===== config.mk =====
export PLATFORM = sky130hd
export DESIGN_NAME = mult_div_seq_flat
export DESIGN_NICKNAME = d
export VERILOG_FILES = /design/src/rtl/mult_div_seq_if.sv /design/src/rtl/mult_div_seq.sv /design/src/flat_wrapper.sv
export SDC_FILE = /design/constraint.sdc
export NUM_CORES = 1
export LEC_CHECK = 0
export CAP_MARGIN = 5
export CORE_MARGIN = 4
export CORE_UTILIZATION = 55
export CTS_CLUSTER_DIAMETER = 120
export DETAILED_ROUTE_END_ITERATION = 6
export GPL_TIMING_DRIVEN = 0
export PLACE_DENSITY = 0.77
export SETUP_SLACK_MARGIN = 0.5
export SYNTH_ARGS = -nofsm -noshare
export SYNTH_HDL_FRONTEND = slang
export SYNTH_SLANG_ARGS = --single-unit
export TNS_END_PERCENT = 5

===== constraint.sdc =====
create_clock -name clock -period 3.4 [get_ports clock]
set_input_delay 0.34 -clock clock [delete_from_list [all_inputs] [get_ports clock]]
set_output_delay 0.34 -clock clock [all_outputs]
set_load 0.02 [all_outputs]

===== src/rtl/mult_div_seq_if.sv =====
`default_nettype none
// ============================================================================
// Module   : mult_div_seq_if
// Purpose  : Handshake and operand/result bundle between the CPU control unit
//            (master) and the sequential HI/LO multiply/divide unit (slave).
// Signals  : start        launch request, sampled by the unit only when idle
//            op[1:0]      00 MULT, 01 MULTU, 10 DIV, 11 DIVU
//            a, b         multiplicand/dividend, multiplier/divisor
//            hi, lo       product upper/lower half, or remainder/quotient
//            busy         operation in flight
//            done         one-cycle completion pulse
//            div_by_zero  sticky flag from the last completion
// Revision : 1.0 - initial release
// ============================================================================
interface mult_div_seq_if #(
  parameter int WIDTH = 32
);
  logic             start;
  logic [1:0]       op;
  logic [WIDTH-1:0] a;
  logic [WIDTH-1:0] b;
  logic [WIDTH-1:0] hi;
  logic [WIDTH-1:0] lo;
  logic             busy;
  logic             done;
  logic             div_by_zero;

  // Control unit side: issues operations, observes results.
  modport master (
    output start, op, a, b,
    input  hi, lo, busy, done, div_by_zero
  );

  // Arithmetic unit side.
  modport slave (
    input  start, op, a, b,
    output hi, lo, busy, done, div_by_zero
  );
endinterface
`default_nettype wire


===== src/rtl/mult_div_seq.sv =====
`default_nettype none
// ============================================================================
// Module   : mult_div_seq
// Purpose  : Sequential signed/unsigned multiply (radix-2 shift-add) and
//            divide (restoring) unit for the HI/LO datapath. Both algorithms
//            operate on operand magnitudes; signs are restored at the end.
//            Fixed latency of WIDTH+1 cycles from acceptance to done, except
//            divide-by-zero (and early-out cases, if enabled), which finish
//            one cycle after acceptance.
// Ports    : clock        system clock
//            reset        synchronous, active-high reset
//            bus          mult_div_seq_if.slave (start/op/a/b in,
//                         hi/lo/busy/done/div_by_zero out)
// Config   : MULT_DIV_EARLY_OUT_EN - when defined, DIV/DIVU with |a| < |b|
//            (b != 0) and MULT/MULTU with a zero operand finish after one
//            cycle. Results are identical; only latency changes.
// Revision : 1.0 - initial release
// ============================================================================
module mult_div_seq #(
  parameter int WIDTH = 32
) (
  input  logic          clock,
  input  logic          reset,
  mult_div_seq_if.slave bus
);

  localparam int c_CNT_W = $clog2(WIDTH + 1);
  localparam logic [c_CNT_W-1:0] c_LAST_ITER = c_CNT_W'(WIDTH - 1);

  typedef enum logic [1:0] {
    S_IDLE   = 2'd0,
    S_RUN    = 2'd1,
    S_FINISH = 2'd2
  } state_t;

  state_t r_state;

  // Operation context latched at acceptance.
  logic               r_is_div;
  logic               r_neg_q;     // negate product (mult) / quotient (div)
  logic               r_neg_r;     // negate remainder (div only)
  logic               r_dbz_pend;  // divide-by-zero result waiting in FINISH
  logic [WIDTH-1:0]   r_opnd;      // |multiplicand| or |divisor|

  // Shared working pair: {product hi, multiplier/product lo} for multiply,
  // {partial remainder, dividend/quotient} for divide.
  logic [WIDTH-1:0]   r_p_hi;
  logic [WIDTH-1:0]   r_p_lo;
  logic [c_CNT_W-1:0] r_cnt;

  // Registered outputs.
  logic [WIDTH-1:0]   r_hi;
  logic [WIDTH-1:0]   r_lo;
  logic               r_busy;
  logic               r_done;
  logic               r_dbz;

  // --------------------------------------------------------------------------
  // Acceptance-time decode: magnitudes and sign flags of the new operands.
  // --------------------------------------------------------------------------
  logic             w_signed;
  logic             w_div;
  logic             w_a_neg;
  logic             w_b_neg;
  logic [WIDTH-1:0] w_mag_a;
  logic [WIDTH-1:0] w_mag_b;
  logic             w_b_zero;
  logic             w_dbz;
  logic             w_early;

  assign w_signed = ~bus.op[0];
  assign w_div    = bus.op[1];
  assign w_a_neg  = w_signed & bus.a[WIDTH-1];
  assign w_b_neg  = w_signed & bus.b[WIDTH-1];
  // The most-negative value maps onto itself, which is the correct unsigned
  // magnitude 2^(WIDTH-1).
  assign w_mag_a  = w_a_neg ? -bus.a : bus.a;
  assign w_mag_b  = w_b_neg ? -bus.b : bus.b;
  assign w_b_zero = (bus.b == '0);
  assign w_dbz    = w_div & w_b_zero;

`ifdef MULT_DIV_EARLY_OUT_EN
  // Quotient is trivially zero when the dividend magnitude is smaller than
  // the divisor's; a product with a zero operand is zero.
  assign w_early = w_div ? (~w_b_zero & (w_mag_a < w_mag_b))
                         : ((bus.a == '0) | w_b_zero);
`else
  assign w_early = 1'b0;
`endif

  // --------------------------------------------------------------------------
  // One iteration of each algorithm.
  // --------------------------------------------------------------------------
  // Shift-add: add the multiplicand when the current multiplier bit is set,
  // then shift the whole {hi, lo} pair right, carry included.
  logic [WIDTH:0]   w_add_sum;
  assign w_add_sum = {1'b0, r_p_hi} + {1'b0, (r_p_lo[0] ? r_opnd : '0)};

  // Restoring divide: shift the next dividend bit into the remainder and
  // trial-subtract the divisor. The remainder is always below the divisor,
  // so WIDTH+1 bits suffice and the MSB of the difference is the borrow.
  logic [WIDTH:0]   w_shift;
  logic [WIDTH:0]   w_diff;
  logic             w_q_bit;
  assign w_shift = {r_p_hi, r_p_lo[WIDTH-1]};
  assign w_diff  = w_shift - {1'b0, r_opnd};
  assign w_q_bit = ~w_diff[WIDTH];

  // --------------------------------------------------------------------------
  // Sign correction applied in FINISH.
  // --------------------------------------------------------------------------
  logic [2*WIDTH-1:0] w_prod;
  logic [2*WIDTH-1:0] w_prod_fix;
  logic [WIDTH-1:0]   w_quo_fix;
  logic [WIDTH-1:0]   w_rem_fix;

  assign w_prod     = {r_p_hi, r_p_lo};
  assign w_prod_fix = r_neg_q ? -w_prod : w_prod;
  assign w_quo_fix  = r_neg_q ? -r_p_lo : r_p_lo;
  assign w_rem_fix  = r_neg_r ? -r_p_hi : r_p_hi;

  // --------------------------------------------------------------------------
  // Control FSM and datapath registers.
  // --------------------------------------------------------------------------
  always_ff @(posedge clock) begin
    if (reset) begin
      r_state    <= S_IDLE;
      r_is_div   <= 1'b0;
      r_neg_q    <= 1'b0;
      r_neg_r    <= 1'b0;
      r_dbz_pend <= 1'b0;
      r_opnd     <= '0;
      r_p_hi     <= '0;
      r_p_lo     <= '0;
      r_cnt      <= '0;
      r_hi       <= '0;
      r_lo       <= '0;
      r_busy     <= 1'b0;
      r_done     <= 1'b0;
      r_dbz      <= 1'b0;
    end else begin
      r_done <= 1'b0;
      case (r_state)
        S_IDLE: begin
          if (bus.start) begin
            r_busy     <= 1'b1;
            r_is_div   <= w_div;
            r_dbz_pend <= w_dbz;
            r_cnt      <= '0;
            r_opnd     <= w_div ? w_mag_b : w_mag_a;
            if (w_dbz) begin
              // Preload the fixed divide-by-zero result and bypass sign
              // correction so FINISH writes it through unchanged.
              r_p_hi  <= bus.a;
              r_p_lo  <= '1;
              r_neg_q <= 1'b0;
              r_neg_r <= 1'b0;
            end else begin
              r_neg_q <= w_a_neg ^ w_b_neg;
              r_neg_r <= w_a_neg;
              if (w_early) begin
                // Quotient 0 with remainder |a| (restored to a by the
                // dividend sign), or a zero product.
                r_p_hi <= w_div ? w_mag_a : '0;
                r_p_lo <= '0;
              end else begin
                r_p_hi <= '0;
                r_p_lo <= w_div ? w_mag_a : w_mag_b;
              end
            end
            r_state <= (w_dbz || w_early) ? S_FINISH : S_RUN;
          end
        end

        S_RUN: begin
          if (r_is_div) begin
            r_p_hi <= w_q_bit ? w_diff[WIDTH-1:0] : w_shift[WIDTH-1:0];
            r_p_lo <= {r_p_lo[WIDTH-2:0], w_q_bit};
          end else begin
            r_p_hi <= w_add_sum[WIDTH:1];
            r_p_lo <= {w_add_sum[0], r_p_lo[WIDTH-1:1]};
          end
          r_cnt <= r_cnt + 1'b1;
          if (r_cnt == c_LAST_ITER) begin
            r_state <= S_FINISH;
          end
        end

        S_FINISH: begin
          if (r_is_div) begin
            r_hi <= w_rem_fix;
            r_lo <= w_quo_fix;
          end else begin
            r_hi <= w_prod_fix[2*WIDTH-1:WIDTH];
            r_lo <= w_prod_fix[WIDTH-1:0];
          end
          r_dbz   <= r_dbz_pend;
          r_done  <= 1'b1;
          r_busy  <= 1'b0;
          r_state <= S_IDLE;
        end

        default: begin
          r_state <= S_IDLE;
          r_busy  <= 1'b0;
        end
      endcase
    end
  end

  assign bus.hi          = r_hi;
  assign bus.lo          = r_lo;
  assign bus.busy        = r_busy;
  assign bus.done        = r_done;
  assign bus.div_by_zero = r_dbz;

endmodule
`default_nettype wire


===== src/flat_wrapper.sv =====
// flat-port wrapper written by rule: the top's interface ports become plain ports
module mult_div_seq_flat 
#(
  parameter int WIDTH = 32
)
  (clock, reset, bus_start, bus_op, bus_a, bus_b, bus_hi, bus_lo, bus_busy, bus_done, bus_div_by_zero);
  mult_div_seq_if #(.WIDTH(WIDTH)) bus_i ();
  input  logic clock;
  input  logic reset;
  input wire logic [$bits(bus_i.start)-1:0] bus_start;
  input wire logic [$bits(bus_i.op)-1:0] bus_op;
  input wire logic [$bits(bus_i.a)-1:0] bus_a;
  input wire logic [$bits(bus_i.b)-1:0] bus_b;
  output wire logic [$bits(bus_i.hi)-1:0] bus_hi;
  output wire logic [$bits(bus_i.lo)-1:0] bus_lo;
  output wire logic [$bits(bus_i.busy)-1:0] bus_busy;
  output wire logic [$bits(bus_i.done)-1:0] bus_done;
  output wire logic [$bits(bus_i.div_by_zero)-1:0] bus_div_by_zero;
  assign bus_i.start = bus_start;
  assign bus_i.op = bus_op;
  assign bus_i.a = bus_a;
  assign bus_i.b = bus_b;
  assign bus_hi = bus_i.hi;
  assign bus_lo = bus_i.lo;
  assign bus_busy = bus_i.busy;
  assign bus_done = bus_i.done;
  assign bus_div_by_zero = bus_i.div_by_zero;
  mult_div_seq #(.WIDTH(WIDTH)) u_core (.clock(clock), .reset(reset), .bus(bus_i));
endmodule

# After elaboration in Yosys (flattened, before gate mapping)
# Index checks and enable logic that the tools add are counted.
# totals
word_cells	71
out_inout_bits	67
in_bits	69
register_bits	175
# op_classes
muxes	30
n_addsub	8
reduce_logical	7
eq_ne	5
bitwise_logic	7
# op_table
operator	n
32-bit two-way mux	16
32-bit negator	4
32-bit one-hot mux with 2 select lines	2
64-bit two-way mux	1
64-bit negator	1
32-bit by 32-bit adder with 33-bit output	1
33-bit by 32-bit subtractor with 33-bit output	1
32-bit logical NOT	1
6-bit one-hot mux with 2 select lines	1
2-bit AND reduction	4
6-bit by 1-bit adder with 6-bit output, second input constant	1
6-bit by 5-bit == test with 1-bit output, second input constant	1
2-bit two-way mux	3
6-bit two-way mux	1
1-bit two-way mux	4
2-bit one-hot mux with 2 select lines	1
1-bit AND	3
1-bit inverter	3
2-bit by 1-bit == test with 1-bit output, second input constant	1
2-bit == test, second input constant	1
2-bit logical NOT	1
2-bit by 1-bit != test with 1-bit output, second input constant	1
2-bit != test, second input constant	1
1-bit one-hot mux with 2 select lines	1
2 further kinds	2

# Longest topological paths before layout
# Gate-level depths: netlist of the first run.
# logic_depth
ltp_word	7
depth_mapped	14
mapped_depth_nobuf	12

# Least setup slack after synthesis of the first run
# OpenSTA, ideal clock, no wires.
# synth_path
path_kind	reg-to-reg
start	register u_core.r_p_hi[0]
end	register u_core.r_p_hi[28]
arrival_ns	3.012
stages_incl_launch_ff	15
path_slack_ns	0.293
t_required_ns	3.305
n_path_buf	3
path_cell_list	dfxtp_1 > clkbuf_1 > inv_1 > fa_1 > nand2b_1 > a211oi_1 > o21bai_1 > a21oi_1 > o2111a_1 > nor3_1 > nor2_1 > buf_2 > buf_2 > nand2_1 > a221oi_1
# synth_between
elab_chain_cells	4
# synth_rtl
item	line_no	text
start, declared	mult_div_seq.sv:47	logic [WIDTH-1:0] r_p_hi;
start signal, assigned	mult_div_seq.sv:154	r_p_hi <= bus.a;
start signal, assigned	mult_div_seq.sv:164	r_p_hi <= w_div ? w_mag_a : '0;
start signal, assigned	mult_div_seq.sv:177	r_p_hi <= w_q_bit ? w_diff[WIDTH-1:0] : w_shift[WIDTH-1:0];
33-bit by 32-bit subtractor with 33-bit output	mult_div_seq.sv:106	assign w_diff = w_shift - {1'b0, r_opnd};
32-bit two-way mux	mult_div_seq.sv:177	
32-bit two-way mux *	mult_div_seq.sv:176	if (r_is_div) begin
32-bit one-hot mux with 2 select lines *	mult_div_seq.sv:143	case (r_state)
# Mark *: on every way between the ends. The rest lies on a longest branch, timed or not.
# A chain may end at the register's enable or synchronous reset.

# Worst setup path in the final report of the first run
# layout_path
start	register u_core.r_p_lo[11]
end	register u_core.r_hi[21] (netlist: u_core.bus.hi[21])
# layout_between
elab_chain_cells	3
# layout_rtl
item	line_no	text
start, declared	mult_div_seq.sv:48	logic [WIDTH-1:0] r_p_lo;
start signal, assigned	mult_div_seq.sv:168	r_p_lo <= w_div ? w_mag_a : w_mag_b;
start signal, assigned	mult_div_seq.sv:178	r_p_lo <= {r_p_lo[WIDTH-2:0], w_q_bit};
start signal, assigned	mult_div_seq.sv:181	r_p_lo <= {w_add_sum[0], r_p_lo[WIDTH-1:1]};
64-bit negator	mult_div_seq.sv:118	assign w_prod_fix = r_neg_q ? -w_prod : w_prod;
64-bit two-way mux	mult_div_seq.sv:118	
32-bit two-way mux	mult_div_seq.sv:190	if (r_is_div) begin
end signal, assigned	mult_div_seq.sv:191	r_hi <= w_rem_fix;
end signal, assigned	mult_div_seq.sv:194	r_hi <= w_prod_fix[2*WIDTH-1:WIDTH];
end, declared	mult_div_seq.sv:52	logic [WIDTH-1:0] r_hi;
# Every way passes these cells.

==> results of run 1 <==
what timing repair did:
| item | CTS | global route |
|---|---|---|
| gates resized for setup | 153 | 104 |
| buffers inserted | 23 | 16 |
| cloned | 1 | 1 |
| endpoints found under the setup margin | 104 | 109 |
| pin swaps | 36 | 38 |
worst paths after layout:
path,from,endpoint,cells after the start
worst max-delay path,u_core.r_p_lo[11],u_core.bus.hi[21],10
worst min-delay path,u_core.r_opnd[4],u_core.r_opnd[4],2
worst max register to register,u_core.r_p_lo[11],u_core.bus.hi[21],10
worst min register to register,u_core.r_opnd[4],u_core.r_opnd[4],2
power groups by stage:
stage          Clock [W]  Sequential (W)  Combinational (W)
2_1_floorplan          0         0.00248            0.00256
3_3_place_gp           0         0.00256            0.00364
3_5_place_dp           0         0.00257            0.00368
4_1_cts          0.00207         0.00253            0.00407
5_1_grt          0.00215         0.00257            0.00478
6_report         0.00209         0.00257            0.00450
area by class of cell:
| cell class | instances | area [µm²] | share of cell area [%] |
|---|---|---|---|
| multi-input combinational | 1642 | 11100 | 60.9 |
| sequential | 175 | 3540 | 19.4 |
| timing repair buffer | 174 | 1670 | 9.14 |
| buffer | 134 | 667 | 3.65 |
| clock buffer | 17 | 425 | 2.33 |
| tap | 335 | 419 | 2.29 |
| inverter | 62 | 243 | 1.33 |
| clock inverter | 15 | 185 | 1.01 |
Yosys cell counts (12+ instances only):
cell type  count
nor3_1        57
a22oi_1       12
a31oi_1       24
nand3_1       27
xor2_1        96
nor4_1        17
buf_1         13
dfxtp_1      175
nand2_1      202
or3_1         19
o31ai_1       24
o21ai_0      137
mux2i_1       57
inv_1         61
nor2b_1       16
ha_1          69
xnor2_1       78
a221oi_1      24
a21o_1        23
nand2b_1      26
nor2_1       253
mux2_2        15
o22ai_1       14
nand4_1       13
a21oi_1      186
a211o_1       17
clkbuf_1     109
a211oi_1      76
worst max-delay path, delay by kind of cell (launching register included):
| family | cells | cell delay [ps] |
|---|---|---|
| AOI/OAI and AO/OA | 3 | 600 |
| xor gates and xnor gates | 1 | 290 |
| buffers and inverters | 1 | 230 |
| DFF | 1 | 320 |
| and+or+nand+nor | 5 | 1600 |
cell families after synthesis:
family | Yosys count | share of synthesized area (%)
mux | 72 | 5.05
xor+xnor | 174 | 10.4
buf+inv | 196 | 5.25
simple gates | 703 | 22.2
fa+ha+maj | 71 | 6.17
compound gates | 622 | 27.0
flops | 175 | 23.9
through the flow:
stage | std cells | cell area [µm²]
after detailed placement | 2481 | 16400
after global placement | 2481 | 16400
after floorplan | 2013 | 14700
final | 2554 | 18300
after CTS | 2537 | 17800
after global routing | 2554 | 18300
registers in the layout, summed over array words and instances (netlist names):
register                cells
u_core.bus.busy             1
u_core.bus.div_by_zero      1
u_core.bus.done             1
u_core.bus.hi              32
u_core.bus.lo              32
u_core.r_cnt                6
u_core.r_dbz_pend           1
u_core.r_is_div             1
u_core.r_neg_q              1
u_core.r_neg_r              1
u_core.r_opnd              32
u_core.r_p_hi              32
u_core.r_p_lo              32
u_core.r_state              2
metal layers:
| layer | up-vias | routed length [µm] | part of all wire [%] |
|---|---|---|---|
| met1 | 7941 | 23500 | 37 |
| li1 | 7661 | - | - |
| met3 | 292 | 7630 | 12 |
| met5 | - | 13 | 0.021 |
| met2 | 1182 | 27100 | 43 |
| met4 | 2 | 4460 | 7.1 |
==> impl_results.md, run 1 <==
- Synth Warn #: 0
- Routed Wire Length: 62.7 mm
- Die height: about 170 µm
- CP endpoint kind: register
- Worst Hold Class: register to register
- Net Switching: roughly 0.004 W
- Overall power: a little over 0.009 W
- Layout Utilization: a little over two thirds
- Port Buffers: approximately 130
- Most common cell after layout, fill and taps aside: nor2_1
- Pin count of the biggest net entering global routing: 21
- Most common flop cell mapped by yosys: dfxtp_1
- Gpl congestion: 1.00
- Vias in the first global route: between 15000 and 20000
- Max-slew violation count: 0
- Routed WL per cell: roughly 25 µm
- Seq pwr share: approximately 28%
- GRT Resource Usage Total: between 40% and 50%
- Max Clock Freq: ~310 MHz
- Status: complete, but fails checks
- Pre-CTS setup slack: -586 ps
- CTS tree: done
- Root buf cell: clkbuf_16
- Initial core utilization: a little under three fifths
- Mapped Avg Cell Area: just over 7 µm²
- Critical setup path kind: register to register
- Yosys top cell by area: dfxtp_1
- Worst path cell trace: clkbuf_1, nor4_1, nand3_1, nor4_4, nand3_2, o31ai_4, and3_4, a41oi_1, xnor2_1, a211oi_1
- GRT busiest layer: met2
- DP HPWL: around 48 mm
- Crit share post-route: a little over nine tenths
- Power density over cell area: 501 mW/mm²
- Combinational Power Share: between 40% and 50%
- Die X: around 170 µm
- Hold slack: approximately 450 ps
- Setup ws final: about 220 ps
- Layout cells sized above 1: between 10% and 20%
- Vias: roughly 17000
- Die Area: approximately 0.029 mm²
- Switching Fraction: between 40 and 50%
- M2 GR Usage: 63.0%
- Core area: about 0.026 mm²
- H-tree Lvls: 4
- Post-synth top area share: roughly a quarter
- Max clock buf depth: 2
- # fillers: 2226
- Met1 usage: a little over 50%
- Worst-Skew Late Latency: ~450 ps
- Via density: 6.69
- RSZ-0062 raised after global routing: true
- DRC: 3
- CP Launch Type: register
- Synth top area cells: dfxtp_1 24%, nor2_1 6.5%, a21oi_1 6.4%
- Total grt overflow: 0
- Final-stage net count: between 2000 and 2500
- Post-synth net total: about 2200
- CP max FO: 9
- Clock network fraction of total power: a little under a quarter
- Reg2Reg Setup Slack: about 220 ps
- Synth Register Bits: 175
- Final setup vio count: 0
- TNS Setup: 0 ps
- Post-synth EDFFs: 0
- Leakage: a little under 7 nW
- I/O pins: 136
- Met3 Usage GRT: 9.56%
- First-pass GRT wire length: between 90 and 100 mm
- Max_cap viols: 0
- Post-synthesis cell type count: 80
- Post-synthesis instance total: 2013
- Most frequent cells in the layout: 245 x nor2_1, 199 x nand2_1, 174 x a21oi_1
- Failing checks: design-rule violations
- Clock Skews: 22.1 ps
- Slowest library cell on the worst path: nor4_4
- Drt first pass iters: 7
- Fraction of registers with async set or reset after synthesis: 0%
- Worst-path clk slew: about 90 ps
- Routed Antenna Nets: 0
- Row count: 59
- CTS Sinks: around 180
- Peak VDD IR: between 400 and 500 µV
- Fin crit period: between 3000 and 4000 ps
- CTS buffer count: 17
- WP data arrival: ~3500 ps
- Post-synthesis sequential area ratio: between 20% and 30%
- Area grow syn2layout: 24.8%
- Worst Tran Pin Value: roughly 1300 ps
- Initial DRC count: approximately 2500
- Rel. slew slack: between 15 and 20%
- Required @ worst endpoint: ~3700 ps
- P_int: a little over 0.005 W
- Mapped Area: approximately 0.015 mm²
- Number of diodes: 0
- Crit path largest cell delay: approximately 470 ps
- Hold-fix buffers, CTS: 0
- Initial antenna violation count: 1
- Hold Fails Final Rpt: 0
Power figures use the tool's default switching activity.
==> run 2, diff against run 1 <==
--- a/config.mk
+++ b/config.mk
@@ -5,7 +5,7 @@
 export SDC_FILE = /design/constraint.sdc
 export NUM_CORES = 1
 export LEC_CHECK = 0
-export CAP_MARGIN = 5
+export CAP_MARGIN = 20
 export CORE_MARGIN = 4
 export CORE_UTILIZATION = 55
 export CTS_CLUSTER_DIAMETER = 120
==> run 2 against run 1 <==
The flow still finishes with violations (design-rule violations). Register-to-register slack gained 20 ps. Critical path depth grew 4. Die area is the same. Total power rose by 0.27%. Combinational power barely moved. Routed wire length is 0.17% higher. Count of clock-buffer cells in the layout unchanged. Clock power rose by 3%. Largest cell class unchanged.
==> impl_results.md, run 2 (synthesis results as in run 1) <==
- Hold slack: 455 ps (+1.36 ps)
- Port Buffers: 133 (unchanged)
- Vias in the first global route: 16100 (+1.0%)
- Most frequent cells in the layout: 241 x nor2_1, 200 x nand2_1, 174 x a21oi_1
- Pin count of the biggest net entering global routing: 22 (+4.8%)
- Core area: 0.0261 mm² (unchanged)
- Die Area: 0.0293 mm² (unchanged)
- Worst Hold Class: register to register
- CTS tree: done
- Power density over cell area: 502 mW/mm² (+0.16%)
- Layout cells sized above 1: 13.0% (+0.48 points)
- Required @ worst endpoint: 3750 ps (+40 ps)
- Final-stage net count: 2349 (+0.13%)
- Peak VDD IR: 342 µV (-28%)
- Max clock buf depth: 2 (unchanged)
- I/O pins: 136 (unchanged)
- Worst-Skew Late Latency: 460 ps (about the same)
- Routed Wire Length: 62.8 mm (+0.17%)
- First-pass GRT wire length: 92.6 mm (+1.1%)
- Area grow syn2layout: 25.0%
- Hold Fails Final Rpt: 0 (unchanged)
- Failing checks: design-rule violations
- Reg2Reg Setup Slack: 240 ps (+20 ps)
- Combinational Power Share: 48.6% (-0.5 points)
- Drt first pass iters: 7 (unchanged)
- CP endpoint kind: register
- DRC: 4 (+1)
- Initial antenna violation count: 0 (-1)
- Final setup vio count: 0 (unchanged)
- Max_cap viols: 0 (unchanged)
- Critical setup path kind: register to register
- Rel. slew slack: 35.9% (+20 points)
- Seq pwr share: 28.0% (about the same)
- Initial core utilization: 56.0% (unchanged)
- Die X: 171 µm (unchanged)
- CP Launch Type: register
- Max-slew violation count: 0 (unchanged)
- CTS Sinks: 175 (unchanged)
- P_int: 0.00503 W (-0.24%)
- CP max FO: 6 (-3)
- GRT Resource Usage Total: 40.9% (+0.26 points)
- H-tree Lvls: 4 (unchanged)
- Fin crit period: 3160 ps (-24.9 ps)
- Via density: 6.70 (+0.19%)
- Die height: 171 µm (unchanged)
- Row count: 59 (unchanged)
- WP data arrival: 3510 ps (+20 ps)
- Vias: 17100 (+0.35%)
- RSZ-0062 raised after global routing: true
- Hold-fix buffers, CTS: 0 (unchanged)
- Crit share post-route: 92.9% (-0.73 points)
- TNS Setup: 0 ps (unchanged)
- Worst-path clk slew: 80 ps (about the same)
- DP HPWL: 47.7 mm (-0.21%)
- Status: complete, but fails checks
- CTS buffer count: 17 (unchanged)
- Max Clock Freq: 317 MHz (+0.79%)
- Clock network fraction of total power: 23.4% (+0.5 points)
- Initial DRC count: 2563 (+0.99%)
- Clock Skews: 21.7 ps (-0.424 ps)
- Routed WL per cell: 24.5 µm (about the same)
- Total grt overflow: 0 (unchanged)
- Root buf cell: clkbuf_16
- Most common cell after layout, fill and taps aside: nor2_1
- Routed Antenna Nets: 0 (unchanged)
- Gpl congestion: 1.00 (unchanged)
- Net Switching: 0.00416 W (+0.89%)
- Leakage: 6.93 nW (+0.46%)
- Switching Fraction: 45.2% (+0.28 points)
- Worst Tran Pin Value: 961 ps (-293 ps)
## run 2: cell types whose count changed in the layout (fill, tap and decap cells not counted), sizes merged
cell / before / now
diode: 0 / 1
buf: 69 / 68
inv: 66 / 67
clkinvlp: 3 / 2
clkbuf: 123 / 126
nand2: 202 / 203
## run 2: what timing repair did
item	in CTS	in global routing
pin swaps	50	28
resized for setup	169	91
hold endpoints to repair	0	0
setup endpoints to repair	99	101
setup buffers	28	11
gates cloned	3	1
## run 2: area by class of cell
cell class	instances	area, µm²
sequential	175	3550
inverter	62	243
clock buffer	17	425
clock inverter	15	204
multi-input combinational	1643	11100
antenna	1	2.50
buffer	134	661
tap	335	419
timing repair buffer	176	1700
fill	2144	7830
## run 2: worst paths after layout
check	end	startpoint	depth (start not counted)
worst min-delay path	u_core.r_opnd[4]	u_core.r_opnd[4]	2
worst max register to register	u_core.r_p_hi[18]	u_core.r_p_lo[0]	14
worst min register to register	u_core.r_opnd[4]	u_core.r_opnd[4]	2
worst max-delay path	u_core.r_p_hi[18]	u_core.r_p_lo[0]	14
## run 2: power by group through the flow
| stage | sequential (W) | clock [W] | combinational, W |
|---|---|---|---|
| finish | 0.00257 | 0.00215 | 0.00447 |
| global placement | 0.00256 | 0 | 0.00364 |
| floorplan | 0.00248 | 0 | 0.00256 |
| CTS | 0.00253 | 0.00211 | 0.00410 |
| detailed placement | 0.00257 | 0 | 0.00369 |
| global route | 0.00257 | 0.00220 | 0.00474 |
## run 2: stage by stage
| stage | util, % | std cells | worst slack [ps] | power [W] | area (µm²) |
|---|---|---|---|---|---|
| after floorplan | - | 2013 | 499 | 0.00504 | 14700 |
| after global placement | 62.9 | 2481 | -578 | 0.00620 | 16400 |
| after detailed placement | 62.9 | 2482 | -552 | 0.00626 | 16400 |
| after CTS | 68.5 | 2545 | 348 | 0.00874 | 17900 |
| after global routing | 70.0 | 2557 | 187 | 0.00951 | 18300 |
| final | 70.0 | 2558 | 241 | 0.00919 | 18300 |
## run 2: worst max-delay path: stages (launching register included)
cell and delay [ps]:
dfxtp_4 370, clkinvlp_4 230, buf_6 210, nor2_4 90, ha_4 230, a21oi_4 210
a21oi_4 100, buf_4 140, o31a_1 260, nor3_4 260, o21bai_2 120, a31oi_1 220
xor2_1 310, o21ai_1 100, o21a_1 210
## run 2: layer usage
metal  up-vias  global-route usage [%]  share of wire, %
li1       7683                       -                 -
met1      7976                    50.9                38
met2      1190                    63.9                43
met3       288                    11.2                12
met4         0                    23.4               6.9
met5         -                       0                 0
==> run 3, diff against run 2 <==
--- a/config.mk
+++ b/config.mk
@@ -7,12 +7,13 @@
 export LEC_CHECK = 0
 export CAP_MARGIN = 20
 export CORE_MARGIN = 4
-export CORE_UTILIZATION = 55
+export CORE_UTILIZATION = 54
 export CTS_CLUSTER_DIAMETER = 120
 export DETAILED_ROUTE_END_ITERATION = 6
 export GPL_TIMING_DRIVEN = 0
-export PLACE_DENSITY = 0.77
+export PLACE_DENSITY = 0.79
 export SETUP_SLACK_MARGIN = 0.5
+export SKIP_LAST_GASP = 1
 export SYNTH_ARGS = -nofsm -noshare
 export SYNTH_HDL_FRONTEND = slang
 export SYNTH_SLANG_ARGS = --single-unit
==> constraint.sdc (replaced) <==
create_clock -name clock -period 2.73 [get_ports clock]
set_input_delay 0.273 -clock clock [delete_from_list [all_inputs] [get_ports clock]]
set_output_delay 0.273 -clock clock [all_outputs]
set_load 0.02 [all_outputs]
==> run 3 against run 2 <==
Setup slack got worse by 570 ps. Sequential cell count stayed put. The run ends with design-rule violations, negative setup slack left. Count of clock-buffer cells in the layout unchanged. Critical path depth down 2. Clock power rose by 26%. Critical endpoint is now u_core.bus.hi[28]. Final area is 1.1% higher. Global-route usage fell by 1.1 points.
==> impl_results.md, run 3 (synthesis results as in run 1) <==
- Worst-Skew Late Latency: 450 ps (about the same)
- Initial DRC count: 2267 (-12%)
- Die X: 173 µm (+0.88%)
- Max_cap viols: 0 (unchanged)
- CP Capture Point: u_core.bus.hi[28]
- Peak VDD IR: 437 µV (+28%)
- First-pass GRT wire length: 93.6 mm (+1.1%)
- Worst reg2reg path startpoint: u_core.r_p_hi[0]
- Worst-path clk slew: 90 ps (about the same)
- Area grow syn2layout: 26.4%
- Setup ws final: -325 ps (-566 ps)
- Vias: 17100 (+0.023%)
- Initial core utilization: 54.6% (-1.4 points)
- M2 GR Usage: 62.0% (-1.8 points)
- I/O pins: 136 (unchanged)
- Core area: 0.0268 mm² (+2.6%)
- Worst R2R End: u_core.bus.hi[28]
- DRC: 8 (+4)
- Critical setup path kind: register to register
- Overall power: 0.0116 W (+26%)
- Vias in the first global route: 16200 (+0.55%)
- Most frequent cells in the layout: 241 x nor2_1, 199 x nand2_1, 177 x a21oi_1
- Layout cells sized above 1: 14.2% (+1.2 points)
- Worst Hold Class: input pin to register
- R2R cell count: 12 (-2)
- CP endpoint kind: register
- Power density over cell area: 624 mW/mm² (+24%)
- Gpl congestion: 1.02 (+2.1%)
- Status: complete, but fails checks
- CTS Sinks: 175 (unchanged)
- Met3 Usage GRT: 10.5% (-0.77 points)
- Hold Fails Final Rpt: 0 (unchanged)
- Via density: 6.66 (-0.56%)
- Hold-fix buffers, CTS: 0 (unchanged)
- Max Clock Freq: 327 MHz (+3.4%)
- Crit path launch: u_core.r_p_hi[0]
- Crit share post-route: 112% (+19 points)
- Pin count of the biggest net entering global routing: 23 (+4.5%)
- Root buf cell: clkbuf_16
- Layout Utilization: 69.1% (-0.98 points)
- Fin crit period: 3060 ps (-104 ps)
- Die Area: 0.0298 mm² (+1.8%)
- Routed Antenna Nets: 0 (unchanged)
- Clock Skews: 20.3 ps (-1.45 ps)
- Initial antenna violation count: 3 (+3)
- Failing checks: design-rule violations, negative setup slack
- Die height: 173 µm (+0.88%)
- Number of diodes: 0 (-1)
- Routed WL per cell: 24.4 µm (-0.62%)
- Final-stage net count: 2359 (+0.43%)
- Port Buffers: 133 (unchanged)
- RSZ-0062 raised after global routing: true
- CTS tree: done
- H-tree Lvls: 4 (unchanged)
- FF+latch area: 0.00356 mm² (+0.46%)
- Max-slew violation count: 0 (unchanged)
- DP HPWL: 48.2 mm (+0.93%)
- Multi-input gate area: 0.0111 mm² (+0.18%)
- CP max FO: 8 (+2)
- CTS buffer count: 17 (unchanged)
- Met1 usage: 50.1% (-0.81 points)
- # fillers: 2264 (+5.6%)
- Total grt overflow: 0 (unchanged)
- Drt first pass iters: 7 (unchanged)
- Required @ worst endpoint: 3100 ps (-650 ps)
- Routed Wire Length: 62.7 mm (about the same)
- GRT busiest layer: met2
- Leakage: 7.02 nW (+1.3%)
- WP data arrival: 3430 ps (-80 ps)
- CP Launch Type: register
- Hold slack: 413 ps (-42.7 ps)
- Final setup vio count: 101 (+101)
- TNS Setup: -17680 ps (-17680 ps)
- Worst Tran Pin Value: 907 ps (-54.1 ps)
- Most common cell after layout, fill and taps aside: nor2_1
- Rel. slew slack: 39.5% (+3.6 points)
- GRT Resource Usage Total: 39.8% (-1.1 points)
- Max clock buf depth: 2 (unchanged)
- Reg2Reg Setup Slack: -330 ps (-570 ps)
- Row count: 60 (+1.7%)
run 3: per-stage QoR:
| stage | setup slack (ps) | cells | cell area (µm²) |
|---|---|---|---|
| 2_1_floorplan | -60.6 | 2013 | 14900 |
| 3_3_place_gp | -969 | 2487 | 16600 |
| 3_5_place_dp | -1010 | 2487 | 16600 |
| 4_1_cts | -285 | 2552 | 18100 |
| 5_1_grt | -400 | 2573 | 18500 |
| 6_report | -325 | 2573 | 18500 |
run 3: power breakdown:
| group | internal [W] | switching (W) | leakage, nW |
|---|---|---|---|
| Combinational | 0.00230 | 0.00335 | 5.27 |
| Clock | 0.00129 | 0.00141 | 0.307 |
| Sequential | 0.00280 | 0.000403 | 1.45 |
run 3: worst max-delay path: stages (launching register included):
cell and delay (ps):
dfxtp_4 360, clkbuf_16 160, inv_6 60, ha_4 140
or4b_4 480, or4_4 500, or3_4 370, nor2b_4 150
nand2_1 80, a311oi_2 310, xnor2_1 150, nand2_1 70
a21oi_1 140
run 3: per-layer routing:
| metal | wire length [µm] | share of wire (%) | vias up |
|---|---|---|---|
| met4 | 4080 | 6.5 | 4 |
| li1 | - | - | 7697 |
| met3 | 7620 | 12 | 262 |
| met2 | 27100 | 43 | 1192 |
| met1 | 23900 | 38 | 7986 |
| met5 | 33 | 0.053 | - |
run 3: cell type report:
cell class	instances	area share (%)
plain buffers	134	3.80
clock inverters	15	1.17
multi-input cells	1642	60.1
well taps	341	2.31
repair buffers	187	9.71
inverters	62	1.37
flip-flops and latches	175	19.3
clock buffers	17	2.30
run 3: worst min path at each step:
stage / start / endpoint / slack, ps / depth (start not counted)
finish: bus_b[24] / u_core.r_p_lo[24] / 410 / 3
global route: u_core.bus.hi[10] / u_core.bus.hi[10] / 470 / 2
CTS: u_core.bus.hi[26] / u_core.bus.hi[26] / 450 / 2
detailed placement: u_core.bus.hi[17] / u_core.bus.hi[17] / 440 / 2
global placement: u_core.bus.hi[7] / u_core.bus.hi[7] / 440 / 2
floorplan: u_core.r_opnd[22] / u_core.r_opnd[22] / 430 / 2
run 3: timing repair:
action	4_1_cts	5_1_grt
setup buffers	31	19
resized for setup	157	86
gates cloned	2	1
pin swaps	45	29
endpoints found under the setup margin	167	170
hold endpoints to repair	0	0
